[config.mk]
export PLATFORM = sky130hd
export DESIGN_NAME = stopwatch_controller_flat
export DESIGN_NICKNAME = d
export VERILOG_FILES = /design/src/rtl/stopwatch_controller_if.sv /design/src/rtl/stopwatch_controller.sv /design/src/flat_wrapper.sv
export SDC_FILE = /design/constraint.sdc
export NUM_CORES = 1
export LEC_CHECK = 0
export ABC_AREA = 1
export CAP_MARGIN = 20
export CORE_UTILIZATION = 35
export CTS_CLUSTER_DIAMETER = 80
export DETAILED_ROUTE_END_ITERATION = 6
export PLACE_DENSITY = 0.6
export RECOVER_POWER = 50
export SLEW_MARGIN = 20
export SYNTH_ARGS = -nofsm -noshare
export SYNTH_HDL_FRONTEND = slang
export SYNTH_SLANG_ARGS = --single-unit
export TNS_END_PERCENT = 50
[constraint.sdc]
create_clock -name clk -period 1.6 [get_ports clk]
set_input_delay 0.4 -clock clk [delete_from_list [all_inputs] [get_ports clk]]
set_output_delay 0.4 -clock clk [all_outputs]
set_load 0.01 [all_outputs]
[src/rtl/stopwatch_controller_if.sv]
// Stopwatch controller bundle: button levels and chronometer count in, chronometer
// control and display signals out. The controller uses the slave modport.
interface stopwatch_controller_if #(
   parameter int SIZE_RECORD_TIMER = 9
);
   logic                         btnStartStop;
   logic                         btnLapReset;
   logic [SIZE_RECORD_TIMER-1:0] recordTimer;
   logic                         resetChronometer;
   logic                         enableTimmerCounter;
   logic [SIZE_RECORD_TIMER-1:0] displayValue;
   logic                         lapActive;
   logic                         running;
   logic                         overflow;

   modport master (
      output btnStartStop, btnLapReset, recordTimer,
      input  resetChronometer, enableTimmerCounter, displayValue,
             lapActive, running, overflow
   );

   modport slave (
      input  btnStartStop, btnLapReset, recordTimer,
      output resetChronometer, enableTimmerCounter, displayValue,
             lapActive, running, overflow
   );
endinterface

[src/rtl/stopwatch_controller.sv]
// Sequences one chronometer for a stopwatch: button edge detect, start/stop/lap FSM,
// lap freeze of the display. Define STOPWATCH_OVERFLOW_STOP_EN to stop and flag at the limit.
//
// state   | meaning
// IDLE    | chronometer held in clear, waiting for start
// RUNNING | counting, live value displayed
// LAP     | counting, display frozen at captured lap value
// PAUSED  | count held, live (held) value displayed
module stopwatch_controller #(
   parameter int SIZE_RECORD_TIMER  = 9,
   parameter int LIMIT_RECORD_TIMER = 511
) (
   input logic                  clk,
   input logic                  reset,
   stopwatch_controller_if.slave sw
);

   typedef enum logic [1:0] {
      IDLE    = 2'd0,
      RUNNING = 2'd1,
      LAP     = 2'd2,
      PAUSED  = 2'd3
   } state_t;

   if (LIMIT_RECORD_TIMER > (2 ** SIZE_RECORD_TIMER) - 1) begin : gLimitCheck
      $error("LIMIT_RECORD_TIMER does not fit in SIZE_RECORD_TIMER bits");
   end

   state_t                       state;
   state_t                       nextState;
   logic                         prevStartStop;
   logic                         prevLapReset;
   logic                         startEdge;
   logic                         lapEdge;
   logic [SIZE_RECORD_TIMER-1:0] lapTime;
   logic                         overflowQ;
   logic                         overflowTrip;

   assign startEdge = sw.btnStartStop & ~prevStartStop;
   assign lapEdge   = sw.btnLapReset  & ~prevLapReset;

`ifdef STOPWATCH_OVERFLOW_STOP_EN
   localparam logic [SIZE_RECORD_TIMER-1:0] LIMIT_VALUE =
      LIMIT_RECORD_TIMER[SIZE_RECORD_TIMER-1:0];

   assign overflowTrip = ((state == RUNNING) || (state == LAP)) &&
                         (sw.recordTimer >= LIMIT_VALUE);

   always_ff @(posedge clk or posedge reset) begin
      if (reset) begin
         overflowQ <= 1'b0;
      end else if (overflowTrip) begin
         overflowQ <= 1'b1;
      end else if (nextState == IDLE) begin
         overflowQ <= 1'b0;
      end
   end
`else
   assign overflowTrip = 1'b0;
   assign overflowQ    = 1'b0;
`endif

   always_ff @(posedge clk or posedge reset) begin
      if (reset) begin
         state <= IDLE;
      end else begin
         state <= nextState;
      end
   end

   always_ff @(posedge clk or posedge reset) begin
      if (reset) begin
         prevStartStop <= 1'b0;
         prevLapReset  <= 1'b0;
         lapTime       <= '0;
      end else begin
         prevStartStop <= sw.btnStartStop;
         prevLapReset  <= sw.btnLapReset;
         if ((state == RUNNING) && (nextState == LAP)) begin
            lapTime <= sw.recordTimer;
         end
      end
   end

   // A start/stop edge always masks a lap/reset edge seen in the same cycle.
   always_comb begin
      nextState = state;
      case (state)
         IDLE: begin
            if (startEdge) nextState = RUNNING;
         end
         RUNNING: begin
            if (startEdge)    nextState = PAUSED;
            else if (lapEdge) nextState = LAP;
         end
         LAP: begin
            if (startEdge)    nextState = PAUSED;
            else if (lapEdge) nextState = RUNNING;
         end
         PAUSED: begin
            if (startEdge) begin
               if (!overflowQ) nextState = RUNNING;
            end else if (lapEdge) begin
               nextState = IDLE;
            end
         end
         default: nextState = IDLE;
      endcase
      if (overflowTrip) nextState = PAUSED;
   end

   always_comb begin
      sw.resetChronometer    = 1'b0;
      sw.enableTimmerCounter = 1'b0;
      sw.running             = 1'b0;
      sw.lapActive           = 1'b0;
      sw.overflow            = overflowQ;
      sw.displayValue        = sw.recordTimer;
      case (state)
         IDLE: sw.resetChronometer = 1'b1;
         RUNNING: begin
            sw.enableTimmerCounter = 1'b1;
            sw.running             = 1'b1;
         end
         LAP: begin
            sw.enableTimmerCounter = 1'b1;
            sw.running             = 1'b1;
            sw.lapActive           = 1'b1;
            sw.displayValue        = lapTime;
         end
         default: ;
      endcase
   end

endmodule

[src/flat_wrapper.sv]
// flat-port wrapper written by rule: the top's interface ports become plain ports
module stopwatch_controller_flat 
#(
   parameter int SIZE_RECORD_TIMER  = 9,
   parameter int LIMIT_RECORD_TIMER = 511
)
  (clk, reset, sw_btnStartStop, sw_btnLapReset, sw_recordTimer, sw_resetChronometer, sw_enableTimmerCounter, sw_displayValue, sw_lapActive, sw_running, sw_overflow);
  stopwatch_controller_if #(.SIZE_RECORD_TIMER(SIZE_RECORD_TIMER)) sw_i ();
  input logic clk;
  input logic reset;
  input wire logic [$bits(sw_i.btnStartStop)-1:0] sw_btnStartStop;
  input wire logic [$bits(sw_i.btnLapReset)-1:0] sw_btnLapReset;
  input wire logic [$bits(sw_i.recordTimer)-1:0] sw_recordTimer;
  output wire logic [$bits(sw_i.resetChronometer)-1:0] sw_resetChronometer;
  output wire logic [$bits(sw_i.enableTimmerCounter)-1:0] sw_enableTimmerCounter;
  output wire logic [$bits(sw_i.displayValue)-1:0] sw_displayValue;
  output wire logic [$bits(sw_i.lapActive)-1:0] sw_lapActive;
  output wire logic [$bits(sw_i.running)-1:0] sw_running;
  output wire logic [$bits(sw_i.overflow)-1:0] sw_overflow;
  assign sw_i.btnStartStop = sw_btnStartStop;
  assign sw_i.btnLapReset = sw_btnLapReset;
  assign sw_i.recordTimer = sw_recordTimer;
  assign sw_resetChronometer = sw_i.resetChronometer;
  assign sw_enableTimmerCounter = sw_i.enableTimmerCounter;
  assign sw_displayValue = sw_i.displayValue;
  assign sw_lapActive = sw_i.lapActive;
  assign sw_running = sw_i.running;
  assign sw_overflow = sw_i.overflow;
  stopwatch_controller #(.SIZE_RECORD_TIMER(SIZE_RECORD_TIMER), .LIMIT_RECORD_TIMER(LIMIT_RECORD_TIMER)) u_core (.clk(clk), .reset(reset), .sw(sw_i));
endmodule
==> out/qor.csv <==
stage,metric,value,unit
status,violations,negative setup slack,
setup_path,end_kind,output pin,
grt,grt-busiest-layer,met2,
finish,final_util,0.5810,
routing,drt_wl_total,2.112,mm
synth,synth-seq-area-share,0.3807,
pwr,leakagePower,0.0006951,uW
setup_path,reg2reg_from,u_core.state[1],
finish,mostFrequentLayoutCells,"nand2_1, buf_4, dfrtp_1, nand2_2, clkdlybuf4s50_1",
synth,syn_area_per_cell,7.496,um2
run,drv_cap,0,
placed_design,place.detailed.hpwl,1.399,mm
grt,grt_pass1_wl,3.470,mm
grt,grt_overflow_total,0,
cts,postCtsHoldBufs,0,
floorplan,io_pins,27,
setup_path,crit_chain,"ha_4, buf_6, buf_4, buf_4",
setup_path,crit_slowest_cell,dfrtp_1,
placed_design,numPortBuffers,25,
timing,rsz0062_at_grt,true,
setup_path,reg2reg_depth,11,
timing,period_needed,1.696,ns
timing,max_freq,589.6,MHz
timing,setup_ws,-0.09593,ns
synth,netlist_area,854.6,um2
grt,grtUsageMet3,0.03571,
timing,setup_viol,21,
setup_path,r2r-end,u_core.lapTime[4],
timing,tightest_slew,0.7558,ns
cts,cts_num_sinks,13,
timing,hold_viol_final,0,
grt,use_met1,0.2234,
cts,cts_tree,done,
timing,drv_slew,0,
synth,yosys_warnings,0,
floorplan,initial_core_util,0.3790,
placed_design,gp_congestion,0.8094,
setup_path,worst_path_largest_cell_delay,0.43,ns
timing,whs,0.4995,ns
setup_path,r2r_slack,-0.05,ns
hold_path,whs_path_depth,2,
routing,viasPerCell,4.672,
setup_path,worst_path_most_repeated_cell,buf_4,
synth,ys_ff_latch,13,
routing,post-route-drc-count,0,
grt,antenna_found_initial,0,
finish,fillers,231,
grt,met2_usage,0.2944,
timing,clock_skew,0.005642,ns
synth,synth.net_count,131,
finish,final_common_cell,nand2_1,
cts,clk_latency,0.27,ns
routing,vias,869,
synth,synth.distinct_cells,19,
floorplan,die_w,51.41,um
timing,fin_crit_sh,1.060,
routing,drt-initial-drc-count,14,
setup_path,start_kind,register,
finish,synthToLayoutAreaGrowth,53.29,%
hold_path,hp-class,register to register,
setup_path,crit_arrival,1.30,ns
cts,cts-root-buf,clkbuf_4,
finish,drive_above_1_share,0.3924,
placed_design,dp_slack,-0.3503,ns
finish,finish.instance_area,1310,um2
hold_path,hold_path_startpoint,u_core.lapTime[3],
cts,htreeDepth,1,
placed_design,place_area,1169,um2
grt,grt_max_degree,14,
routing,wl_per_cell,11.35,um
finish,regArea,325.3,um2
pwr,ir_worst_vdd,1.038,mV
cts,numCtsBuffers,3,
hold_path,holdPathEnd,u_core.lapTime[3],
setup_path,required,1.20,ns
routing,dr.pass1.iters,4,
synth,synthCells,114,
floorplan,dieArea,2643,um2
setup_path,cp_max_fo,5,
finish,n_antenna_cell,0,
finish,finalNonFillerCells,186,
floorplan,die_h,51.41,um
floorplan,coreArea,2255,um2
timing,relSlewSlack,0.4962,
pwr,p_per_area,1818,nW/um2
routing,ant_nets,0,
floorplan,rows,17,
placed_design,dp.cells,174,
grt,grt_util_all_layers,0.1772,
finish,multiInputGateArea,491.7,um2
setup_path,crit_type,register to output pin,
cts,clk_pin_slew,0.09,ns
grt,grt_pass1_vias,817,
finish,nets,176,
status,status,"complete, but fails checks",
cts,clk_path_buf_depth,2,
==> synthesized netlist by cell type <==
library cell	n	share of area
nand2_1	57	0.25
nor2_1	5	0.022
inv_2	3	0.013
a21oi_4	1	0.019
inv_1	8	0.035
buf_4	2	0.018
conb_1	1	0.0044
buf_12	1	0.023
nand3_4	1	0.021
dfrtp_1	13	0.38
or2_0	1	0.0073
nand2_4	1	0.013
buf_2	1	0.0059
buf_6	2	0.026
clkbuf_8	1	0.016
ha_1	4	0.059
nand2_2	2	0.015
nand3_1	1	0.0059
nand4_1	9	0.066
==> stage by stage <==
step | TNS (ns) | total power [uW]
floorplan | 0 | 1393
global placement | -5.037 | 1822
CTS | -1.005 | 2163
global route | -2.956 | 2577
detailed placement | -5.239 | 1837
finish | -1.038 | 2382
==> per-layer routing <==
layer	wire length, um	vias to the layer above
li1	-	442
met1	968	403
met2	1050	20
met3	73	4
met4	19	0
met5	0	-
==> critical path, delay by kind of cell (launching register included) <==
kind       cells  cell delay [ns]
flops          1             0.43
buf+inv        3             0.39
fa+ha+maj      1             0.20
==> registers in the layout, indices dropped and copies added (netlist names) <==
| name | count |
|---|---|
| u_core.prevLapReset | 1 |
| u_core.lapTime | 9 |
| u_core.state | 2 |
| u_core.prevStartStop | 1 |
==> worst max-delay path by stage <==
stage,from,end,slack [ns],depth (start not counted)
after global placement,sw_recordTimer[6],sw_displayValue[6],-0.34,4
after detailed placement,sw_recordTimer[4],sw_displayValue[4],-0.35,4
after floorplan,u_core.state[0],u_core.lapTime[0],0.11,10
after global routing,u_core.state[0],sw_displayValue[5],-0.17,6
final,u_core.state[1],sw_lapActive,-0.1,4
after CTS,u_core.state[0],sw_displayValue[5],-0.08,6
==> final cells by class <==
| class | instances | area share |
|---|---|---|
| sequential | 13 | 0.2483 |
| multi-input combinational | 84 | 0.3754 |
| timing repair buffer | 46 | 0.2923 |
| inverter | 11 | 0.03725 |
| tap | 28 | 0.02674 |
| clock buffer | 4 | 0.02006 |
==> kinds of logic (layout without fill, tap and decap cells) <==
logic type | Yosys count | in the layout | share of synthesized area
AOI/OAI and AO/OA | 1 | 1 | 0.01904
adders and majority gates | 4 | 4 | 0.05857
other | 1 | 1 | 0.004388
and+or+nand+nor | 77 | 78 | 0.3997
DFF | 13 | 13 | 0.3807
buffers and inverters | 18 | 61 | 0.1376
==> repair_timing <==
item                       4_1_cts  5_1_grt
gates cloned                     1        1
resized for setup               72       14
setup buffers                    0        6
pin swaps                        4       19
setup endpoints to repair       22       21
==> where the power goes <==
part / switching [uW] / internal (uW)
clock: 111 / 96.5
sequential: 100 / 471
combinational: 817 / 786
total: 1030 / 1350
(Power assumes the default switching activity.)
